`src/rtl/pix_count_pkg.sv`:
```
// Shared types and arithmetic for the multi-channel pixel counter.
// sat_add works at a fixed 32-bit container width; callers pass their real accumulator width.
package pix_count_pkg;

  localparam int CH_DEF    = 4;
  localparam int INC_W_DEF = 4;
  localparam int SUM_W_DEF = 15;
  localparam int MAX_W     = 32;

  typedef enum logic {
    EMPTY = 1'b0,
    FULL  = 1'b1
  } out_state_e;

  typedef struct packed {
    logic             ovf;
    logic [MAX_W-1:0] sum;
  } add_res_t;

  // Overflow means the true sum no longer fits in sum_w bits.
  function automatic add_res_t sat_add(input logic [MAX_W-1:0] acc,
                                       input logic [MAX_W-1:0] inc,
                                       input int               sum_w,
                                       input logic             saturate);
    logic [MAX_W:0]   full;
    logic [MAX_W-1:0] max_val;
    add_res_t         res;
    max_val = {MAX_W{1'b1}} >> (MAX_W - sum_w);
    full    = {1'b0, acc} + {1'b0, inc};
    res.ovf = (full > {1'b0, max_val});
    if (!res.ovf)
      res.sum = full[MAX_W-1:0];
    else if (saturate)
      res.sum = max_val;
    else
      res.sum = full[MAX_W-1:0] & max_val;
    return res;
  endfunction

endpackage

```
`src/rtl/pix_count_accum_ch.sv`:
```
// One counter channel: accumulator with sticky overflow, saturate or wrap add,
// and restart on frame end or clear.
module count_ch_acc
  import pix_count_pkg::*;
#(
  parameter int INC_W    = INC_W_DEF,
  parameter int SUM_W    = SUM_W_DEF,
  parameter bit SATURATE = 1'b1
) (
  input  logic             clk,
  input  logic             reset,
  input  logic             clr,
  input  logic             add_en,
  input  logic             restart,
  input  logic [INC_W-1:0] inc,
  output logic [SUM_W-1:0] acc,
  output logic [SUM_W-1:0] acc_next,
  output logic             ovf_next
);

  logic [SUM_W-1:0] acc_q, acc_d;
  logic             ovf_q, ovf_d;
  add_res_t         res;
  logic             unused_hi;

  // acc_next/ovf_next are the post-add values, which is what a frame-end snapshot captures.
  always_comb begin
    res      = sat_add(MAX_W'(acc_q), MAX_W'(inc), SUM_W, SATURATE);
    acc_next = acc_q;
    ovf_next = ovf_q;
    if (add_en) begin
      acc_next = res.sum[SUM_W-1:0];
      ovf_next = ovf_q | res.ovf;
    end
    acc_d = acc_next;
    ovf_d = ovf_next;
    if (clr || (add_en && restart)) begin
      acc_d = '0;
      ovf_d = 1'b0;
    end
  end

  assign unused_hi = ^res.sum[MAX_W-1:SUM_W];

  always_ff @(posedge clk or posedge reset) begin
    if (reset) begin
      acc_q <= '0;
      ovf_q <= 1'b0;
    end else begin
      acc_q <= acc_d;
      ovf_q <= ovf_d;
    end
  end

  assign acc = acc_q;

endmodule

```
`src/rtl/pix_count_accum.sv`:
```
// Multi-channel per-frame accumulator: input register stage, NUM_CH counter
// channels, and a one-deep snapshot register with valid/ready handshake.
module pix_count_accum
  import pix_count_pkg::*;
#(
  parameter int NUM_CH   = CH_DEF,
  parameter int INC_W    = INC_W_DEF,
  parameter int SUM_W    = SUM_W_DEF,
  parameter bit SATURATE = 1'b1
) (
  input  logic                    clk,
  input  logic                    reset,
  input  logic                    clr,
  input  logic                    in_valid,
  input  logic [NUM_CH*INC_W-1:0] inc_vec,
  input  logic                    frame_end,
  output logic [NUM_CH*SUM_W-1:0] run_sum,
  output logic                    out_valid,
  input  logic                    out_ready,
  output logic [NUM_CH*SUM_W-1:0] out_sum,
  output logic [NUM_CH-1:0]       out_ovf,
  output logic                    overrun
);

  logic [NUM_CH*INC_W-1:0] inc_q, inc_d;
  logic                    v_q, v_d;
  logic                    fe_q, fe_d;
  logic                    snap;
  logic [NUM_CH*SUM_W-1:0] snap_sum;
  logic [NUM_CH-1:0]       snap_ovf;

  out_state_e              state_q, state_d;
  logic [NUM_CH*SUM_W-1:0] out_sum_q, out_sum_d;
  logic [NUM_CH-1:0]       out_ovf_q, out_ovf_d;
  logic                    overrun_q, overrun_d;
  logic                    load;

  always_comb begin
    inc_d = inc_q;
    v_d   = 1'b0;
    fe_d  = 1'b0;
    if (clr) begin
      inc_d = '0;
    end else if (in_valid) begin
      inc_d = inc_vec;
      v_d   = 1'b1;
      fe_d  = frame_end;
    end
  end

  always_ff @(posedge clk or posedge reset) begin
    if (reset) begin
      inc_q <= '0;
      v_q   <= 1'b0;
      fe_q  <= 1'b0;
    end else begin
      inc_q <= inc_d;
      v_q   <= v_d;
      fe_q  <= fe_d;
    end
  end

  // A clear on the frame-end edge discards the pending snapshot too.
  assign snap = v_q & fe_q & ~clr;

  for (genvar c = 0; c < NUM_CH; c++) begin : g_ch
    count_ch_acc #(
      .INC_W   (INC_W),
      .SUM_W   (SUM_W),
      .SATURATE(SATURATE)
    ) u_ch (
      .clk     (clk),
      .reset   (reset),
      .clr     (clr),
      .add_en  (v_q),
      .restart (fe_q),
      .inc     (inc_q[c*INC_W +: INC_W]),
      .acc     (run_sum[c*SUM_W +: SUM_W]),
      .acc_next(snap_sum[c*SUM_W +: SUM_W]),
      .ovf_next(snap_ovf[c])
    );
  end

  always_ff @(posedge clk or posedge reset) begin
    if (reset) begin
      state_q <= EMPTY;
    end else begin
      state_q <= state_d;
    end
  end

  always_comb begin
    state_d = state_q;
    case (state_q)
      EMPTY:   if (snap) state_d = FULL;
      FULL:    if (out_ready) state_d = snap ? FULL : EMPTY;
      default: state_d = EMPTY;
    endcase
  end

  // A full, unread holder keeps its data; the newer snapshot is dropped and flagged.
  always_comb begin
    out_valid = (state_q == FULL);
    load      = snap && (!out_valid || out_ready);
    out_sum_d = load ? snap_sum : out_sum_q;
    out_ovf_d = load ? snap_ovf : out_ovf_q;
    overrun_d = overrun_q | (snap & out_valid & ~out_ready);
  end

  always_ff @(posedge clk or posedge reset) begin
    if (reset) begin
      out_sum_q <= '0;
      out_ovf_q <= '0;
      overrun_q <= 1'b0;
    end else begin
      out_sum_q <= out_sum_d;
      out_ovf_q <= out_ovf_d;
      overrun_q <= overrun_d;
    end
  end

  assign out_sum = out_sum_q;
  assign out_ovf = out_ovf_q;
  assign overrun = overrun_q;

endmodule

```
`config.mk`:
```
export PLATFORM = sky130hd
export DESIGN_NAME = pix_count_accum
export DESIGN_NICKNAME = d
export VERILOG_FILES = /design/src/rtl/pix_count_pkg.sv /design/src/rtl/pix_count_accum_ch.sv /design/src/rtl/pix_count_accum.sv
export SDC_FILE = /design/constraint.sdc
export NUM_CORES = 1
export LEC_CHECK = 0
export ABC_AREA = 0
export CAP_MARGIN = 15
export CORE_MARGIN = 2
export CORE_UTILIZATION = 35
export DETAILED_ROUTE_END_ITERATION = 12
export SKIP_CTS_REPAIR_TIMING = 1
export SYNTH_ARGS = -nofsm -noshare
export SYNTH_HDL_FRONTEND = slang
export SYNTH_SLANG_ARGS = --single-unit
```
`constraint.sdc`:
```
create_clock -name clk -period 7.1 [get_ports clk]
set_input_delay 1.42 -clock clk [delete_from_list [all_inputs] [get_ports clk]]
set_output_delay 1.42 -clock clk [all_outputs]
set_load 0.02 [all_outputs]
```
Word level (Yosys, flattened, before mapping)

Index checks and enable logic that the tools add are counted.

Output and inout port bits: 126
Memory bits (writable): 0
Bits in latches: 0
Input port bits: 22
Register bits: 148
Memories: 0
Memory bits (read-only): 0

Shift operators: 0
Multipliers: 0
Divide/modulo/power cells: 0
Add/subtract/negate cells: 4
Bitwise logic cells: 12
Equal/unequal tests: 0
Reduce and logical (&&, ||, !) cells: 6
Muxes and demuxes: 29
$lt $le $gt $ge: 4

Operators by type and width:

| kind                                                            | count |
|---|---|
| 2-to-1 mux 15 bit                                               | 12 |
| adder 15 x 4 -> 16 bit                                          | 4 |
| greater-than comparator 16 x 15 -> 1 bit, second input constant | 4 |
| 2-to-1 mux 16 bit                                               | 2 |
| 2-to-1 mux 1 bit                                                | 14 |
| bitwise OR 1 bit                                                | 5 |
| AND 1 bit                                                       | 4 |
| inverter 1 bit                                                  | 3 |
| logical AND 1 bit                                               | 2 |
| logical OR 1 bit                                                | 2 |
| case mux 1 bit (2 select lines)                                 | 1 |
| nonzero test 2 bit                                              | 1 |
| zero test 1 bit                                                 | 1 |

Longest topological paths before layout

Depth in word-level cells: 5
Mapped depth: 7
Depth with buffers taken out: 7

Modules after synthesis

From an unflattened synthesis, not the netlist that was laid out.

Cells, all modules: 699
Area, all modules: 7,942.6 um2

By module, submodules not included:

| module                           | cells each | area an instance (um2) | times used | seq. area each (um2) |
|---|---|---|---|---|
| pix_count_accum                  | 199        | 3,500.9                | 1          | 2,102.0 |
| count_ch_acc at g_ch[0].u_ch ... | 134        | 1,156.1                | 2          | 400.4 |
| count_ch_acc at g_ch[1].u_ch ... | 116        | 1,064.8                | 2          | 400.4 |

Worst setup path before layout

Ideal clock, no wire load.

Path type: input to register
From: in clr
To: reg out_sum_q[44] (netlist: out_sum[44])
Library setup time: 125 ps
Cell stages on the path: 4
Data required time: 6,975 ps
Path buffers: 1
Path slack: 4,588 ps
Arrival time: 2,387 ps
Cells stage by stage: nand3b_1 nor2b_1 buf_2 mux2_2

Cells in the longest elaborated chain, start to end: 3

RTL lines:

| what                 | RTL line               | text |
|---|---|---|
| from (decl)          | pix_count_accum.sv:13  | `input logic clr,` |
| inverter 1 bit       | pix_count_accum.sv:64  | `assign snap = v_q & fe_q & ~clr;` |
| AND 1 bit            | pix_count_accum.sv:64  |  |
| logical AND 1 bit    | pix_count_accum.sv:104 | `load = snap && (!out_valid \|\| out_ready);` |
| to (signal assigned) | pix_count_accum.sv:116 | `out_sum_q <= out_sum_d;` |
| to (decl)            | pix_count_accum.sv:33  | `logic [NUM_CH*SUM_W-1:0] out_sum_q, out_sum_d;` |

Every way passes these cells.
A chain may end at the register's enable or synchronous reset.

Final worst setup path

From: in clr
To: reg out_sum_q[16] (netlist: out_sum[16])

Same word-level chain as after synthesis.

==> metrics.json <==
{
  "sta": {
    "layout_min_cycle_time_ns": 3.80,
    "post-route-worst-setup-slack_ns": 3.30,
    "whs_ns": 0.477,
    "final.setup.tns_ns": 0,
    "worst_slew_margin_rel_pct": 27.2,
    "finalSetupViolCount": 0,
    "report.final.slew_viol_count": 0,
    "timing.clock.skew_ns": 0.00874,
    "finalHoldViolations": 0,
    "max_freq_mhz": 263,
    "grt_setup_unrepaired": "false",
    "worst_slew_pin_slew_ns": 1.09,
    "layout_worst_path_cycle_share_pct": 53.6
  },
  "clocking": {
    "numCtsBuffers": 17,
    "worst_skew_pair.late_latency_ns": 0.42,
    "cts.path.max_buffers": 2,
    "cts_root_buffer": "sky130_fd_sc_hd__clkbuf_16",
    "ctsHtreeMaxLevel": 4,
    "tritoncts": "done",
    "clk_transition_reported_paths_ns": 0.06,
    "clock-sinks": 148
  },
  "drt": {
    "route.detailed.drc": 0,
    "first_pass_iters": 4,
    "antenna_violating_nets_post_route": 0,
    "routed-via-count": 5391,
    "wl_um": 17800,
    "final_routed_wire_length_divided_by_cell_count_um": 16.5,
    "vias_per_cell": 4.98,
    "drt_iter0_markers": 239
  },
  "pwr": {
    "power_per_cell_area_nw_per_um2": 240,
    "power_frac_comb_pct": 13.6,
    "worst_ir_drop_vdd_mv": 0.174,
    "sequentialPowerShare_pct": 42.1,
    "power_report.internal_total_mw": 1.68,
    "leakage_nw": 4.04,
    "power.share.clock_pct": 44.3,
    "sw_frac_of_total_pct": 24.7,
    "netSwitchingPower_mw": 0.551
  },
  "floorplanning": {
    "standard_cell_row_count": 51,
    "fp.dieW_um": 145,
    "io_pins": 148,
    "initial_core_util_pct": 35.7,
    "core_area_um2": 19500,
    "chipHeight_um": 145,
    "floorplan.die_area_um2": 21000
  },
  "final_layout": {
    "areaGrowthSynthToFinish_pct": 33.7,
    "diodes": 0,
    "final_layout_size_suffix_gt1_share_pct": 8.94,
    "nNetsFinal": 846
  },
  "critical_path": {
    "critPathMaxFanout": 41,
    "crit_buf_inv": 1,
    "timing.critical_path.max_delay_family": "simple AND/OR/NAND/NOR gates",
    "worstPathArrival_ns": 4.11,
    "worstPathCellList": "clkdlybuf4s50_1 > nand3b_1 > nor2b_4 > nand2_1 > o22a_1",
    "setup.worst_path.class": "input pin to register",
    "worst_path_max_delay_cell": "sky130_fd_sc_hd__clkdlybuf4s50_1",
    "crit_required_ns": 7.41,
    "timing.critical_path.from_type": "input pin",
    "critical-path-max-stage-delay_ns": 0.85,
    "setup.worst_path.end_class": "register"
  },
  "grt": {
    "antenna_violations_before_repair": 0,
    "grtUsageMet1_pct": 24.2,
    "grt_pass1_wl_um": 28400,
    "grt_util_met3_pct": 5.96,
    "grt_pass1_vias": 5278,
    "grt_util_met2_pct": 26.8,
    "grt_usage_pct": 17.7,
    "residual_overflow_from_global_routing": 0,
    "grt_busiest_layer": "met2",
    "maximum_number_of_pins_on_one_net_before_global_route_repair": 102
  },
  "logic_synthesis": {
    "synth_top_cells_by_area": "sky130_fd_sc_hd__dfrtp_1 53%, sky130_fd_sc_hd__nor2_1 4.9%, sky130_fd_sc_hd__nand2_1 3.7%",
    "syn_inst": 665,
    "ys_dominant_reg_cell": "sky130_fd_sc_hd__dfrtp_1",
    "sequential_cell_area_fraction_in_the_yosys_report_pct": 53.3,
    "post_synthesis_instance_area_um2": 6940,
    "async_reset_ff_share_pct": 100,
    "synth.avg_cell_area_um2": 10.4,
    "synthDominantCellAreaShare_pct": 53.3,
    "synth_edf_count": 0,
    "ys_seq_elements": 148,
    "yosysTopAreaCell": "sky130_fd_sc_hd__dfrtp_1",
    "synth_most_common_cell": "sky130_fd_sc_hd__dfrtp_1",
    "ys_warn_count": 0,
    "synth_cell_types": 61,
    "syn_nets": 707,
    "synth.top_cells.by_count": "148 x sky130_fd_sc_hd__dfrtp_1, 91 x sky130_fd_sc_hd__nor2_1, 68 x sky130_fd_sc_hd__nand2_1"
  },
  "place": {
    "gp_congestion": 0.823,
    "post-dp-hpwl_um": 12400,
    "place_ws_ns": 2.81,
    "place.port_buffers": 147
  },
  "flow_run": {
    "max_cap_viol_count": 0
  },
  "outcome": {
    "run_status": "completed"
  },
  "worst_hold_path": {
    "hold_path.class": "register to register"
  }
}
-- per-stage QoR --
stage	instances	instance area, um2	total power, mW	util, %
final	1082	9280	2.23	47.7
after global routing	1082	9280	2.31	47.7
after CTS	1082	9280	2.25	47.7
after detailed placement	1050	8640	1.26	44.4
after global placement	1050	8640	1.26	44.4
after floorplan	665	6940	1.11	-
-- worst reg2reg max path: stages (launching register included) --
cell and delay [ns]:
sky130_fd_sc_hd__dfrtp_1 0.32, sky130_fd_sc_hd__buf_4 0.42, sky130_fd_sc_hd__nand3b_1 0.28, sky130_fd_sc_hd__nor2b_4 0.84, sky130_fd_sc_hd__nand2_1 0.27, sky130_fd_sc_hd__o22a_1 0.25
-- logic make-up after synthesis --
group	after synthesis	share of synthesized area [%]
buffers and inverters	34	2.36
adder cells (fa/ha/maj)	20	4.04
AO/OA/AOI/OAI	162	15.6
XOR/XNOR	30	3.78
flip-flops	148	53.3
multiplexers	27	3.93
AND/OR/NAND/NOR	244	17.0
-- cell usage in the layout (no fill, tap or decap), types with 6 or more instances in the layout --
| cell type | count |
|---|---|
| sky130_fd_sc_hd__dfrtp_1 | 148 |
| sky130_fd_sc_hd__clkdlybuf4s50_1 | 147 |
| sky130_fd_sc_hd__nor2_1 | 91 |
| sky130_fd_sc_hd__nand2_1 | 68 |
| sky130_fd_sc_hd__a21oi_1 | 41 |
| sky130_fd_sc_hd__o21ai_0 | 30 |
| sky130_fd_sc_hd__mux2i_1 | 25 |
| sky130_fd_sc_hd__xnor2_1 | 19 |
| sky130_fd_sc_hd__clkbuf_16 | 17 |
| sky130_fd_sc_hd__ha_1 | 16 |
| sky130_fd_sc_hd__a31oi_1 | 14 |
| sky130_fd_sc_hd__nand4_1 | 13 |
| sky130_fd_sc_hd__nand3_1 | 12 |
| sky130_fd_sc_hd__nor3_1 | 11 |
| sky130_fd_sc_hd__xor2_1 | 11 |
| sky130_fd_sc_hd__a211oi_1 | 10 |
| sky130_fd_sc_hd__o21ai_1 | 10 |
| sky130_fd_sc_hd__a21o_1 | 9 |
| sky130_fd_sc_hd__and3_1 | 9 |
| sky130_fd_sc_hd__nor2b_1 | 7 |
| sky130_fd_sc_hd__o31ai_1 | 7 |
| sky130_fd_sc_hd__a21oi_2 | 7 |
| sky130_fd_sc_hd__nand3_2 | 6 |
-- power by group through the flow --
stage          sequential (mW)  clock [mW]  combinational (mW)
2_1_floorplan             1.00           0               0.109
3_3_place_gp             0.954           0               0.303
3_5_place_dp             0.952           0               0.307
4_1_cts                  0.938        1.00               0.308
5_1_grt                  0.944        1.04               0.331
6_report                 0.938       0.986               0.304
-- worst paths after layout --
path                                        end  slack (ns)  cells after the start         from
min in group asynchronous   g_ch[1].u_ch.acc[0]        1.56                      2        reset
max                                 out_sum[16]        3.30                      5          clr
min                                 out_sum[50]        0.48                      2  out_sum[50]
max reg2reg                         out_sum[16]        4.61                      5          v_q
max in group asynchronous  g_ch[0].u_ch.acc[13]        4.40                      3        reset
min reg2reg                         out_sum[50]        0.48                      2  out_sum[50]
-- routing by layer --
layer  up-vias  part of all wire, %
li1       2643                    -
met1      2605                   47
met2       127                   44
met3        16                  7.5
met4         0                 0.93
met5         -                    0
-- flip-flops by register name, indices dropped and copies added, names as in the netlist --
signal	flops
out_sum	60
fe_q	1
out_valid	1
v_q	1
g_ch.u_ch.acc	60
overrun	1
g_ch.u_ch.ovf_q	4
out_ovf	4
inc_q	16
-- final cells by class --
type                    count  area (um2)
clock inverters            10         178
well taps                 265         332
fillers                  1849       10200
multi-input cells         483        3090
flip-flops and latches    148        3700
repair buffers            151        1500
clock buffers              22         464
inverters                   3        16.3
No activity file was read; power rests on OpenSTA's default activity.
